`src/rtl/traffic_light_pkg.sv`:
```
// Shared encodings for the traffic-light monitor: lamp codes, phases,
// checker FSM states and the 7-segment digit table.
// Latency: n/a (constants and one pure helper function).
// Backpressure: n/a.
package traffic_light_pkg;

    // Lamp codes driven by the controller on light_ctrl.
    localparam logic [2:0] LC_IDLE   = 3'b000;
    localparam logic [2:0] LC_GREEN  = 3'b001;
    localparam logic [2:0] LC_YELLOW = 3'b010;
    localparam logic [2:0] LC_RED    = 3'b100;

    // Decoded phase as presented on the phase output.
    typedef enum logic [1:0] {
        PH_IDLE   = 2'd0,
        PH_GREEN  = 2'd1,
        PH_YELLOW = 2'd2,
        PH_RED    = 2'd3
    } phase_t;

    // Sequence/dwell checker states.
    typedef enum logic [2:0] {
        CHK_IDLE = 3'd0,
        CHK_G    = 3'd1,
        CHK_Y    = 3'd2,
        CHK_R    = 3'd3,
        CHK_ERR  = 3'd4
    } chk_state_t;

    // Segment patterns, bit order gfedcba, active-high.
    localparam logic [6:0] SEG_BLANK = 7'b0000000;
    localparam logic [6:0] SEG_DASH  = 7'b1000000;

    // Digit table, entry k is the pattern for decimal digit k.
    localparam logic [9:0][6:0] SEG_DIGITS = {
        7'b1101111,  // 9
        7'b1111111,  // 8
        7'b0000111,  // 7
        7'b1111101,  // 6
        7'b1101101,  // 5
        7'b1100110,  // 4
        7'b1001111,  // 3
        7'b1011011,  // 2
        7'b0000110,  // 1
        7'b0111111   // 0
    };

    // Values above 9 never reach the display; they decode to blank.
    function automatic logic [6:0] seg_of(input logic [3:0] v);
        if (v <= 4'd9) begin
            return SEG_DIGITS[v];
        end
        return SEG_BLANK;
    endfunction

endpackage

```
`src/rtl/traffic_light_seg7_decode.sv`:
```
// Purpose: decimal digit to 7-segment pattern, with forced blanking.
// Latency: combinational, zero cycles.
// Backpressure: none; pure function of its inputs.
//
// Ports:
//   value  in  4  digit value 0..9 (larger values show blank)
//   blank  in  1  force all segments off
//   seg    out 7  segment pattern, gfedcba, active-high
module seg7_decode
    import traffic_light_pkg::*;
(
    input  logic [3:0] value,
    input  logic       blank,
    output logic [6:0] seg
);

    always_comb begin
        seg = SEG_BLANK;
        if (!blank) begin
            seg = seg_of(value);
        end
    end

endmodule

```
`src/rtl/traffic_light_monitor.sv`:
```
// Purpose: watch a traffic-light controller, show its countdown on a
//          2-digit multiplexed display and flag sequence/dwell/code errors.
// Latency: inputs registered once; phase and error flags one cycle later.
// Backpressure: none; the monitor is a passive observer.
//
// Ports:
//   sys_clk     in  1  sole clock, rising edge
//   sys_rst_p   in  1  synchronous active-high reset
//   sys_clk_1s  in  1  1 s reference level (asynchronous to sys_clk)
//   light_ctrl  in  3  lamp code 001 green / 010 yellow / 100 red / 000 idle
//   light_t     in  4  remaining seconds 0..15
//   clr_err     in  1  pulse, clears sticky error flags
//   seg         out 7  segment drive gfedcba, active-high
//   an          out 2  digit select active-low, an[1] tens, an[0] ones
//   phase       out 2  0 idle, 1 green, 2 yellow, 3 red
//   err_seq / err_time / err_code  out  sticky error flags
//
// Build option: define TL_MON_CHECK_EN to include the sequence/dwell
// checker. Without it err_seq and err_time are tied low.
module traffic_light_monitor
    import traffic_light_pkg::*;
#(
    parameter logic [3:0]  G_T      = 4'd10,
    parameter logic [3:0]  Y_T      = 4'd5,
    parameter logic [3:0]  R_T      = 4'd15,
    parameter logic [15:0] SCAN_DIV = 16'd50000
) (
    input  logic       sys_clk,
    input  logic       sys_rst_p,
    input  logic       sys_clk_1s,
    input  logic [2:0] light_ctrl,
    input  logic [3:0] light_t,
    input  logic       clr_err,
    output logic [6:0] seg,
    output logic [1:0] an,
    output logic [1:0] phase,
    output logic       err_seq,
    output logic       err_time,
    output logic       err_code
);

    // ------------------------------------------------------------------
    // Input capture, phase decode, 1 s tick
    // ------------------------------------------------------------------
    logic [2:0]  lc_q;
    logic [3:0]  lt_q;
    phase_t      phase_q;
    phase_t      phase_nxt;
    logic        code_bad;
    logic        phase_chg;
    logic        err_code_q;
    logic [2:0]  sync_q;      // [0],[1] synchroniser, [2] edge-detect history
    logic        tick;

    // An illegal code keeps the previous phase rather than guessing one.
    always_comb begin
        phase_nxt = phase_q;
        code_bad  = 1'b0;
        case (lc_q)
            LC_IDLE:   phase_nxt = PH_IDLE;
            LC_GREEN:  phase_nxt = PH_GREEN;
            LC_YELLOW: phase_nxt = PH_YELLOW;
            LC_RED:    phase_nxt = PH_RED;
            default:   code_bad  = 1'b1;
        endcase
    end

    assign phase_chg = (phase_nxt != phase_q);
    assign tick      = sync_q[1] & ~sync_q[2];

    always_ff @(posedge sys_clk) begin
        if (sys_rst_p) begin
            lc_q       <= LC_IDLE;
            lt_q       <= 4'd0;
            phase_q    <= PH_IDLE;
            err_code_q <= 1'b0;
            sync_q     <= 3'b000;
        end else begin
            lc_q       <= light_ctrl;
            lt_q       <= light_t;
            phase_q    <= phase_nxt;
            // A fresh error wins over a coincident clear.
            err_code_q <= code_bad | (err_code_q & ~clr_err);
            sync_q     <= {sync_q[1:0], sys_clk_1s};
        end
    end

    assign phase    = phase_q;
    assign err_code = err_code_q;

    // ------------------------------------------------------------------
    // Display: digit scan and segment mux
    // ------------------------------------------------------------------
    logic [15:0] scan_cnt;
    logic        dig_sel;     // 0 = ones digit active, 1 = tens digit active
    logic        tens;
    logic [3:0]  ones;
    logic [3:0]  dig_val;
    logic        dig_blank;
    logic [6:0]  seg_dec;

    always_ff @(posedge sys_clk) begin
        if (sys_rst_p) begin
            scan_cnt <= 16'd0;
            dig_sel  <= 1'b0;
        end else if (scan_cnt == SCAN_DIV - 16'd1) begin
            scan_cnt <= 16'd0;
            dig_sel  <= ~dig_sel;
        end else begin
            scan_cnt <= scan_cnt + 16'd1;
        end
    end

    assign tens      = (lt_q >= 4'd10);
    assign ones      = tens ? (lt_q - 4'd10) : lt_q;
    assign dig_val   = dig_sel ? {3'b000, tens} : ones;
    assign dig_blank = dig_sel & ~tens;   // leading zero suppressed

    seg7_decode u_seg7_decode (
        .value (dig_val),
        .blank (dig_blank),
        .seg   (seg_dec)
    );

    // Reset forces the display dark immediately, not only after the
    // flops have been cleared by an edge.
    always_comb begin
        seg = seg_dec;
        an  = dig_sel ? 2'b01 : 2'b10;
        if (phase_q == PH_IDLE) begin
            seg = SEG_DASH;
        end
        if (sys_rst_p) begin
            seg = SEG_BLANK;
            an  = 2'b11;
        end
    end

    // ------------------------------------------------------------------
    // Sequence and dwell checker
    // ------------------------------------------------------------------
`ifdef TL_MON_CHECK_EN
    chk_state_t chk_q;
    chk_state_t chk_nxt;
    logic [3:0] dwell_q;
    logic       seq_bad;
    logic       time_bad;
    logic       err_seq_q;
    logic       err_time_q;

    // Dwell is judged on the count before this cycle's clear, so a tick
    // landing on the phase-change cycle is dropped.
    always_comb begin
        chk_nxt  = chk_q;
        seq_bad  = 1'b0;
        time_bad = 1'b0;
        if (phase_chg) begin
            case (chk_q)
                // CHK_IDLE is only reachable through reset. The first change
                // afterwards may land mid-cycle, so a non-green entry parks
                // in CHK_ERR silently and waits for green.
                CHK_IDLE: chk_nxt = (phase_nxt == PH_GREEN) ? CHK_G : CHK_ERR;
                CHK_G: begin
                    time_bad = (dwell_q != G_T);
                    if (phase_nxt == PH_YELLOW) begin
                        chk_nxt = CHK_Y;
                    end else begin
                        seq_bad = 1'b1;
                        chk_nxt = CHK_ERR;
                    end
                end
                CHK_Y: begin
                    time_bad = (dwell_q != Y_T);
                    if (phase_nxt == PH_RED) begin
                        chk_nxt = CHK_R;
                    end else begin
                        seq_bad = 1'b1;
                        chk_nxt = CHK_ERR;
                    end
                end
                CHK_R: begin
                    time_bad = (dwell_q != R_T);
                    if (phase_nxt == PH_GREEN) begin
                        chk_nxt = CHK_G;
                    end else begin
                        seq_bad = 1'b1;
                        chk_nxt = CHK_ERR;
                    end
                end
                CHK_ERR: begin
                    if (phase_nxt == PH_GREEN) begin
                        chk_nxt = CHK_G;
                    end
                end
                default: chk_nxt = CHK_ERR;
            endcase
        end
    end

    always_ff @(posedge sys_clk) begin
        if (sys_rst_p) begin
            chk_q      <= CHK_IDLE;
            dwell_q    <= 4'd0;
            err_seq_q  <= 1'b0;
            err_time_q <= 1'b0;
        end else begin
            chk_q <= chk_nxt;
            if (phase_chg) begin
                dwell_q <= 4'd0;
            end else if (tick && (dwell_q != 4'd15)) begin
                dwell_q <= dwell_q + 4'd1;
            end
            err_seq_q  <= seq_bad  | (err_seq_q  & ~clr_err);
            err_time_q <= time_bad | (err_time_q & ~clr_err);
        end
    end

    assign err_seq  = err_seq_q;
    assign err_time = err_time_q;
`else
    // Checker absent: tick, phase-change and dwell limits have no consumer.
    logic unused_chk;
    assign unused_chk = ^{tick, phase_chg, G_T, Y_T, R_T};

    assign err_seq  = 1'b0;
    assign err_time = 1'b0;
`endif

endmodule

```
`config.mk`:
```
export PLATFORM = sky130hd
export DESIGN_NAME = traffic_light_monitor
export DESIGN_NICKNAME = d
export VERILOG_FILES = /design/src/rtl/traffic_light_pkg.sv /design/src/rtl/traffic_light_seg7_decode.sv /design/src/rtl/traffic_light_monitor.sv
export SDC_FILE = /design/constraint.sdc
export NUM_CORES = 1
export LEC_CHECK = 0
export CAP_MARGIN = 20
export CORE_MARGIN = 1.5
export CORE_UTILIZATION = 40
export DETAILED_ROUTE_END_ITERATION = 12
export PLACE_DENSITY = 0.69
export SKIP_LAST_GASP = 1
export SYNTH_ARGS = -nofsm -noshare
export SYNTH_HDL_FRONTEND = slang
export SYNTH_HIERARCHICAL = 1
export SYNTH_SLANG_ARGS = --single-unit
```
`constraint.sdc`:
```
create_clock -name sys_clk -period 2.15 [get_ports sys_clk]
set_input_delay 0.43 -clock sys_clk [delete_from_list [all_inputs] [get_ports sys_clk]]
set_output_delay 0.43 -clock sys_clk [all_outputs]
set_load 0.005 [all_outputs]
```
Word-level counts from Yosys, hierarchy flattened
Memory sizes are Yosys's and may differ from the RTL's.
Cells that the tools add are included.
- register bits: 27
- memory bits (read-only): 112
- output and inout bits: 14
- logic and storage cells: 41
- memories: 1
- add/subtract/negate cells: 2
- magnitude comparators: 3
- eq/ne operators: 4
- multiplexer cells: 14
- bitwise operators: 6
- reduce and logical (&&, ||, !) cells: 5
- memory list (name ; depth ; width ; read ports ; clocked after Yosys merged registers in ; wr ports ; RTL line ; text):
    (no name shown) ; 16 ; 7 ; 1 ; 0 ; 0 ; traffic_light_pkg.sv:51 ; return SEG_DIGITS[v];
- operators with widths (kind ; count):
    $mux 7 ; 6
    $add 16x1->16 const B ; 1
    $eq 16x16->1 const B ; 1
    $mux 4 ; 2
    $pmux 2 s4 ; 1
    $lt 4x5->1 const B ; 1
    $ge 4x4->1 const B ; 1
    $le 4x4->1 const B ; 1
    $mux 2 ; 2
    $reduce_bool 4->1 ; 1
    $reduce_or 4->1 ; 1
    $sub 4x4->4 const B ; 1
    $eq 3x1->1 const B ; 1
    $eq 3x2->1 const B ; 1
    $eq 3x3->1 const B ; 1
    $logic_not 3->1 ; 1
    $mux 1 ; 3
    $not 1->1 ; 3
    $and 1x1->1 ; 2
    $logic_not 2->1 ; 1
    $reduce_or 2->1 ; 1
    $or 1x1->1 ; 1

Longest topological paths before layout
- depth after elaboration: 10
- mapped depth: 10

Modules after synthesis
Netlist, hierarchy kept.
- by module, submodules not included (module ; times used ; cells each ; area an instance (sq um) ; sequential area each (sq um)):
    traffic_light_monitor ; 1 ; 142 ; 1246.2 ; 540.5
    seg7_decode ; 1 ; 30 ; 217.7 ; 0.0

Worst setup path after synthesis
Ideal clock, no wire load.
- kind: reg2out
- from: register dig_sel
- to: output port seg[3]
- data arrival time: 1.906 ns
- required time: 1.720 ns
- setup slack: -0.186 ns
- stages on the path, launching flop included: 9
- cell sequence: dfxtp_1 > clkbuf_1 > mux2i_1 > inv_1 > ha_1 > or2b_1 > a21oi_1 > nor2_1 > and2_1
- word-level cells in the longest chain between the ends: 8
- elaborated cells on any way between the ends: 12
- those cells by class: 1 x order compare; 9 x mux; 1 x bitwise; 1 x memory
- ends and longest elaborated chain (item ; RTL line ; text):
    start: declaration ; traffic_light_monitor.sv:95 ; logic dig_sel;
    start signal: assignment ; traffic_light_monitor.sv:108 ; dig_sel <= ~dig_sel;
    $mux 4 * ; traffic_light_monitor.sv:116 ; assign dig_val = dig_sel ? {3'b000, tens} : ones;
    named net dig_val[0] ; traffic_light_monitor.sv:98 ; logic [3:0] dig_val;
    $mem_v2 16x7 / $le 4x4->1 (equally long branches) ; -- ;
    $mux 7 (not written as such) / $mux 1 (equally long branches) ; traffic_light_pkg.sv:51, traffic_light_pkg.sv:50 ;
    $mux 7 / $mux 1 (equally long branches) ; traffic_light_pkg.sv:50, traffic_light_seg7_decode.sv:19 ;
    $mux 7 * ; traffic_light_pkg.sv:53 ; return SEG_BLANK;
    $mux 7 * ; traffic_light_seg7_decode.sv:19 ; if (!blank) begin
    named net seg_dec[3] ; traffic_light_monitor.sv:100 ; logic [6:0] seg_dec;
    $mux 7 * ; traffic_light_monitor.sv:130 ; if (phase_q == PH_IDLE) begin
    $mux 7 * ; traffic_light_monitor.sv:133 ; if (sys_rst_p) begin
    end: declaration ; traffic_light_monitor.sv:34 ; output logic [6:0] seg,
The timed path passes the listed nets; every way through them passes the cells marked *. The select of a mux whose other input is x is not followed.

Worst setup path in the final report
- from: register lt_q[3]
- to: output port seg[0]
- word-level cells in the longest chain between the ends: 10
- elaborated cells on any way between the ends: 16
- those cells by class: 1 x add/sub; 2 x order compare; 10 x mux; 2 x bitwise; 1 x memory
- ends and longest elaborated chain (item ; RTL line ; text):
    start: declaration ; traffic_light_monitor.sv:46 ; logic [3:0] lt_q;
    start signal: assignment ; traffic_light_monitor.sv:80 ; lt_q <= light_t;
    $ge 4x4->1 * ; traffic_light_monitor.sv:114 ; assign tens = (lt_q >= 4'd10);
    $mux 4 * ; traffic_light_monitor.sv:115 ; assign ones = tens ? (lt_q - 4'd10) : lt_q;
    $mux 4 * ; traffic_light_monitor.sv:116 ;
    named net dig_val[1] ; traffic_light_monitor.sv:98 ;
    $mem_v2 16x7 / $le 4x4->1 (equally long branches) ; -- ;
    $mux 7 (not written as such) / $mux 1 (equally long branches) ; traffic_light_pkg.sv:51, traffic_light_pkg.sv:50 ;
    $mux 7 / $mux 1 (equally long branches) ; traffic_light_pkg.sv:50, traffic_light_seg7_decode.sv:19 ;
    $mux 7 * ; traffic_light_pkg.sv:53 ;
    $mux 7 * ; traffic_light_seg7_decode.sv:19 ;
    named net seg_dec[0] ; traffic_light_monitor.sv:100 ;
    $mux 7 * ; traffic_light_monitor.sv:130 ;
    $mux 7 * ; traffic_light_monitor.sv:133 ;
Marks and branches as above.

==> out/results.ini <==
[outcome]
status = finished, violations left
violations = setup timing

[worst_setup_path]
crit_chain = buf_6 > mux2_4 > nor2_4 > inv_4 > ha_4 > o21bai_1 > a21o_1 > buf_6 > nor2_1 > and2_1 > buf_2
cp-start-kind = register
cpMostUsedCell = buf_6
critPathMaxFanout = 4
critical_path.max_stage_delay_ns = 0.37
worst_setup_path_end_kind = output port
cp_num_buf_inv = 4
critPathRequiredTime_ns = 1.72
critPathTopFamily = buffers and inverters
crit_path_top_delay_cell = dfxtp_2
criticalPathCategory = register to output port
cp.arrival_ns = 2.22

[clocking]
cts_tree = done
cts.sinks = 27
clock_path_buffers = 2
clk_latency_ns = 0.31
cts_hold_buf = 0
htree_levels = 1
root_buffer = clkbuf_4
numCtsBuffers = 3
path_clk_slew_ns = 0.14

[timing]
fin_crit_ns = 2.65
period_share_pct = 123
whs_ns = 0.495
setup_viol = 7
finClkSkew_ns = 0.00808
hold_violations = 0
max_freq_mhz = 377
slew_viol_final = 0
worst_slack_ns = -0.501
rsz0062_at_grt = true
fin_setup_tns_ns = -3.22

[power]
ir_drop_v = 0.000386
p_per_area_nw_per_um2 = 474
p_leak_nw = 0.809

[die]
row_count = 21
ios = 25
die_h_um = 63.5
dieArea_um2 = 4030
core_area_um2 = 3420
initial_core_util_pct = 42.9
die_x_um = 63.5

[drt]
dr_wl_met3_um = 72
top_layer = met4
wl_per_cell_um = 12.0
dr_total_vias = 1272
drc = 0
drt_wl_total_um = 3170
drt_iter0_drc = 30
routed_via_density = 4.84
wl_met2_um = 1680
ant_nets = 0
met1_length_um = 1400
drtPass1Iterations = 4

[logic_synthesis]
netlist_area_um2 = 1460
synth-compound-area-share_pct = 6.58
synth_fa_ha_area_share_pct = 7.52
avgSynthCellArea_um2 = 8.51
yosysUniqueCellTypes = 44
synth-seq-cells = 27
yosys_warnings = 6
ys_seq_area_share_pct = 36.9
synthMuxAreaShare_pct = 1.45
synth_top_flop_cell = dfxtp_1
synthArstFlopShare_pct = 0
synth_edf_count = 0
syn_inst = 172
synth_top_family_by_area = simple AND/OR/NAND/NOR gates
synth-simple-area-share_pct = 34.4
synthXorXnorAreaFrac_pct = 8.38

[global_routing]
grt_antenna_before_repair = 0
track_usage_pct = 16.2
grt_pass1_wl_um = 5280
grt_overflow = 0
grt_pass1_vias = 1286
grt_start_max_net_pins = 16

[placed_design]
dp_hpwl_um = 2190
dpl.cell_count = 248
place.port_buffers = 21
place.gp.congestion = 0.776

[final_layout]
syn2layout_area_growth_pct = 36.7
fin_nets = 237
drive_above_1_share_pct = 30.4
diodes = 0
stdcell_count = 263

[worst_hold_path]
hold_path_class = register to register

[flow_run]
drv_cap = 0

==> placed cells by master (no fill, tap or decap), types with 3 or more instances in the layout <==
cell type         n
nand2_1           6
dfxtp_2           3
nor2_1           30
clkdlybuf4s50_1  13
buf_4            19
buf_6             6
buf_2             6
a21oi_2           3
nand3_1           4
dfxtp_1          24
ha_4              3
clkbuf_4          3
xor2_1            5
a21oi_1           6
nor3_1            8
xnor2_1           9
inv_1             7
nor2b_1           7
and2_1            7
nand4_1           3
ha_1              5
==> per-stage QoR <==
stage / cell area [um^2] / total power, mW / setup slack (ns) / util (%)
5_1_grt: 2000 / 1.01 / -0.635 / 58.6
3_3_place_gp: 1820 / 0.704 / -0.480 / 53.3
3_5_place_dp: 1820 / 0.711 / -0.519 / 53.3
6_report: 2000 / 0.949 / -0.501 / 58.6
2_1_floorplan: 1480 / 0.631 / -0.0428 / -
4_1_cts: 1960 / 0.944 / -0.484 / 57.5
==> state kept, by name, indices dropped and copies added (netlist names) <==
name and cells:
scan_cnt 16, lt_q 4, lc_q 3, phase 2
dig_sel 1, err_code 1
==> cell families (layout without fill, tap and decap cells) <==
family	count (synthesis)	count (layout)
buffers and inverters	15	59
other	1	2
AND/OR/NAND/NOR	89	89
XOR/XNOR	14	14
flip-flops	27	27
adder cells (fa/ha/maj)	9	9
AO/OA/AOI/OAI	15	15
multiplexers	2	2
==> per-layer routing <==
metal,GRT usage [%],vias to the layer above
met5,0,-
met1,18.0,596
met2,31.2,19
met4,4.62,0
met3,2.68,2
li1,-,655
==> report_power, final <==
part,switching [mW],internal (mW)
registers,0.0144,0.516
clock network,0.139,0.0695
logic,0.0894,0.120
total,0.243,0.705
==> path summary, 6_finish.rpt <==
| check | from | endpoint | slack, ns | cells after the start |
|---|---|---|---|---|
| min | scan_cnt[0] | scan_cnt[0] | 0.49 | 1 |
| max | lt_q[3] | seg[0] | -0.50 | 11 |
| min reg2reg | scan_cnt[0] | scan_cnt[0] | 0.49 | 1 |
| max reg2reg | scan_cnt[0] | scan_cnt[6] | 0.54 | 6 |
==> cell type report <==
cell class | instances | area (um^2)
clock buffer | 3 | 22.5
clock inverter | 1 | 5.00
fill | 325 | 1420
inverter | 9 | 38.8
multi-input combinational | 131 | 948
sequential | 27 | 544
tap | 46 | 57.6
timing repair buffer | 46 | 384
==> repair_timing <==
action | CTS | global route
endpoints found under the setup margin | 8 | 8
pin swaps | 5 | 5
hold endpoints to repair | 0 | 0
resized for setup | 48 | 7
buffers inserted | 8 | 3
==> cells in the mapped netlist (2+ instances only) <==
library cell / count / share of area [%]
nand2_1: 6 / 1.5
a21oi_1: 8 / 2.7
xor2_1: 5 / 3.0
ha_1: 8 / 6.8
nor2b_1: 7 / 3.0
inv_1: 9 / 2.3
xnor2_1: 9 / 5.4
nor4_1: 2 / 0.85
buf_4: 2 / 1.0
nor3b_1: 2 / 1.0
nand2b_1: 2 / 0.85
clkbuf_1: 3 / 0.77
nor3_1: 9 / 3.1
dfxtp_1: 27 / 37
and2_1: 7 / 3.0
nand4_1: 3 / 1.3
nand3_1: 4 / 1.4
nor2_1: 33 / 8.5
==> worst reg2reg max path, cell delays in order (launching register included) <==
cell,delay (ns)
dfxtp_1,0.42
ha_1,0.20
nand3_1,0.24
nand4b_1,0.32
nand2b_1,0.14
buf_4,0.17
nor2_1,0.06
Note: power is estimated with default switching activity, not from simulation.
==> edit (same settings) <==
The option `TL_MON_CHECK_EN` is turned on by a define.
--- a/src/rtl/traffic_light_monitor.sv
+++ b/src/rtl/traffic_light_monitor.sv
@@ -17,6 +17,8 @@
 //
 // Build option: define TL_MON_CHECK_EN to include the sequence/dwell
 // checker. Without it err_seq and err_time are tied low.
+`define TL_MON_CHECK_EN
+
 module traffic_light_monitor
     import traffic_light_pkg::*;
 #(
Behaviour: not the same (a bounded check fails within 4 cycles, from zero or initial values and one cycle with sys_rst_p high).
==> edit against the original RTL <==
The run still ends with negative setup slack left; clock power rose by 130%; synthesized cell count rose by 46%; synthesized area is 44% higher; power is 63% higher; sequential cell count increased by 12; cell count up 40%; die area rose by 42%; wire length up 37%; cell area increased by 35%; worst setup slack lost 14 ps.
==> edit: results (changes against the original RTL) <==
clocking:
  clk_latency_ps: 290  # -20 ps
  root_buffer: "clkbuf_8"
  cts-htree-levels: 2  # +1
  numCtsBuffers: 5  # +2
  cts.clk_slew.worst_paths_ps: 70  # -70 ps
logic_synthesis:
  ys_seq_area_frac: 0.3710  # +0.001756
  synth_area_leaders: "dfxtp_1 (37%), nor2_1 (6.8%), xor2_1 (5.4%), ha_1 (5.4%), nand2_1 (3.2%)"
  synth_common_cells: "dfxtp_1 (39), nor2_1 (38), nand2_1 (18), xor2_1 (13), a21oi_1 (12)"
  synth_cell_types: 53  # +20%
  synthFlopType: "dfxtp_1"
  synthArstFlopShare: 0  # unchanged
  yosys_warnings: 6  # unchanged
timing:
  tns_ps: -3427  # -202.5 ps
  timing.final.ws_setup_ps: -514.6  # -13.55 ps
  relSlewSlack: 0.5405
  fin_skew_ps: 2.061  # -6.015 ps
  setup_violations: 7  # unchanged
power_and_ir_drop:
  p_leak_nw: 1.088  # +34%
  ir_worst_vdd_uv: 322.9  # -16%
  swShare: 0.2657  # +0.009397
global_route:
  grt_usage: 0.1618  # about the same
  grt_start_max_net_pins: 15  # -1
  grt_pass1_vias: 1677  # +30%
  grt_pass1_wl_um: 7162  # +36%
  antenna_found_initial: 0  # unchanged
placement:
  pre_cts_ws_ps: -525.5  # -6.029 ps
  port_buffers: 24  # +14%
  gp_congestion: 0.8107  # +4.5%
  post-dp-hpwl_um: 2997  # +37%
routing:
  drt_pass1_iterations: 4  # unchanged
  wl_um: 4352  # +37%
  num_vias: 1851  # +46%
  drtIter0Drc: 81  # +170%
cells_and_area:
  insertedDiodeCount: 0  # unchanged
  n_fill_cell: 471  # +45%
  fin_nets: 316  # +33%
  reg.largest.list: "scan_cnt: 16 flops, dwell_q: 4 flops, lt_q: 4 flops"
  final_layout_size_suffix_gt1_frac: 0.2054  # -0.09876
worst_setup_path:
  worst_path_max_delay_cell: "dfxtp_2"
  path_delay_family: "compound AO/OA/AOI/OAI gates"
  path_max_fanout: 5  # +1
  cp_slowest_stage_delay_ps: 340  # -30 ps
  crit_arrival_ps: 2230
outcome:
  outcome: "complete, but fails checks"
  violations: "negative setup slack"
edit: changes by cell type in the layout (fill, tap and decap cells not counted), sizes merged, moves of 5 or more:
cell   before  now
dfxtp      27   39
o21ai       1    8
nand2       6   18
xor2        5   13
nor2       33   38
and3        0    6
edit: repair_timing:
action	4_1_cts	5_1_grt
pin swaps	10	1
setup buffers	9	1
resized for setup	47	2
hold endpoints to repair	0	0
setup endpoints to repair	9	9
edit: worst register-to-register path: cells and delay by family (launching register included):
family / cells / cell delay [ps]
and+or+nand+nor: 3 / 890
DFF: 1 / 510
AOI/OAI and AO/OA: 2 / 380
edit: final cells by class:
type | count | area [um^2] | share of cell area
multi-input combinational | 192 | 1303 | 0.4831
clock buffer | 7 | 76.32 | 0.02831
clock inverter | 1 | 5.005 | 0.001856
timing repair buffer | 49 | 399.1 | 0.1480
tap | 70 | 87.58 | 0.03248
sequential | 39 | 787.0 | 0.2919
inverter | 9 | 38.79 | 0.01439
edit: worst paths after layout:
| kind | slack [ps] | endpoint | start | depth (start not counted) |
|---|---|---|---|---|
| max | -510 | seg[3] | lt_q[1] | 11 |
| max reg2reg | 300 | err_seq | lc_q[1] | 5 |
| min | 440 | sync_q[2] | sync_q[1] | 2 |
| min reg2reg | 440 | sync_q[2] | sync_q[1] | 2 |
edit: cells by family (layout without fill, tap and decap cells):
group / Yosys count / after routing / synth area share
multiplexers: 3 / 3 / 0.01486
buffers and inverters: 20 / 66 / 0.04340
flip-flops: 39 / 39 / 0.3710
adder cells (fa/ha/maj): 9 / 9 / 0.05351
AO/OA/AOI/OAI: 43 / 43 / 0.1415
AND/OR/NAND/NOR: 119 / 119 / 0.3008
XOR/XNOR: 18 / 18 / 0.07491
edit: layer usage:
layer | global-route usage | wire (um) | vias to the layer above
met3 | 0.02381 | 105 | 6
li1 | - | - | 957
met1 | 0.2037 | 1980 | 862
met4 | 0.07738 | 63 | 0
met5 | 0 | 0 | -
met2 | 0.2719 | 2203 | 26
edit: power groups by stage:
| stage | registers (mW) | clock network (mW) | logic [mW] |
|---|---|---|---|
| floorplan | 0.784 | 0 | 0.173 |
| global placement | 0.801 | 0 | 0.252 |
| detailed placement | 0.802 | 0 | 0.255 |
| CTS | 0.786 | 0.492 | 0.279 |
| global route | 0.790 | 0.515 | 0.314 |
| finish | 0.786 | 0.472 | 0.285 |
edit: per-stage QoR:
stage / area (um^2) / std cells
finish: 2696 / 367
global route: 2696 / 367
CTS: 2684 / 366
detailed placement: 2499 / 349
global placement: 2499 / 349
floorplan: 2117 / 251
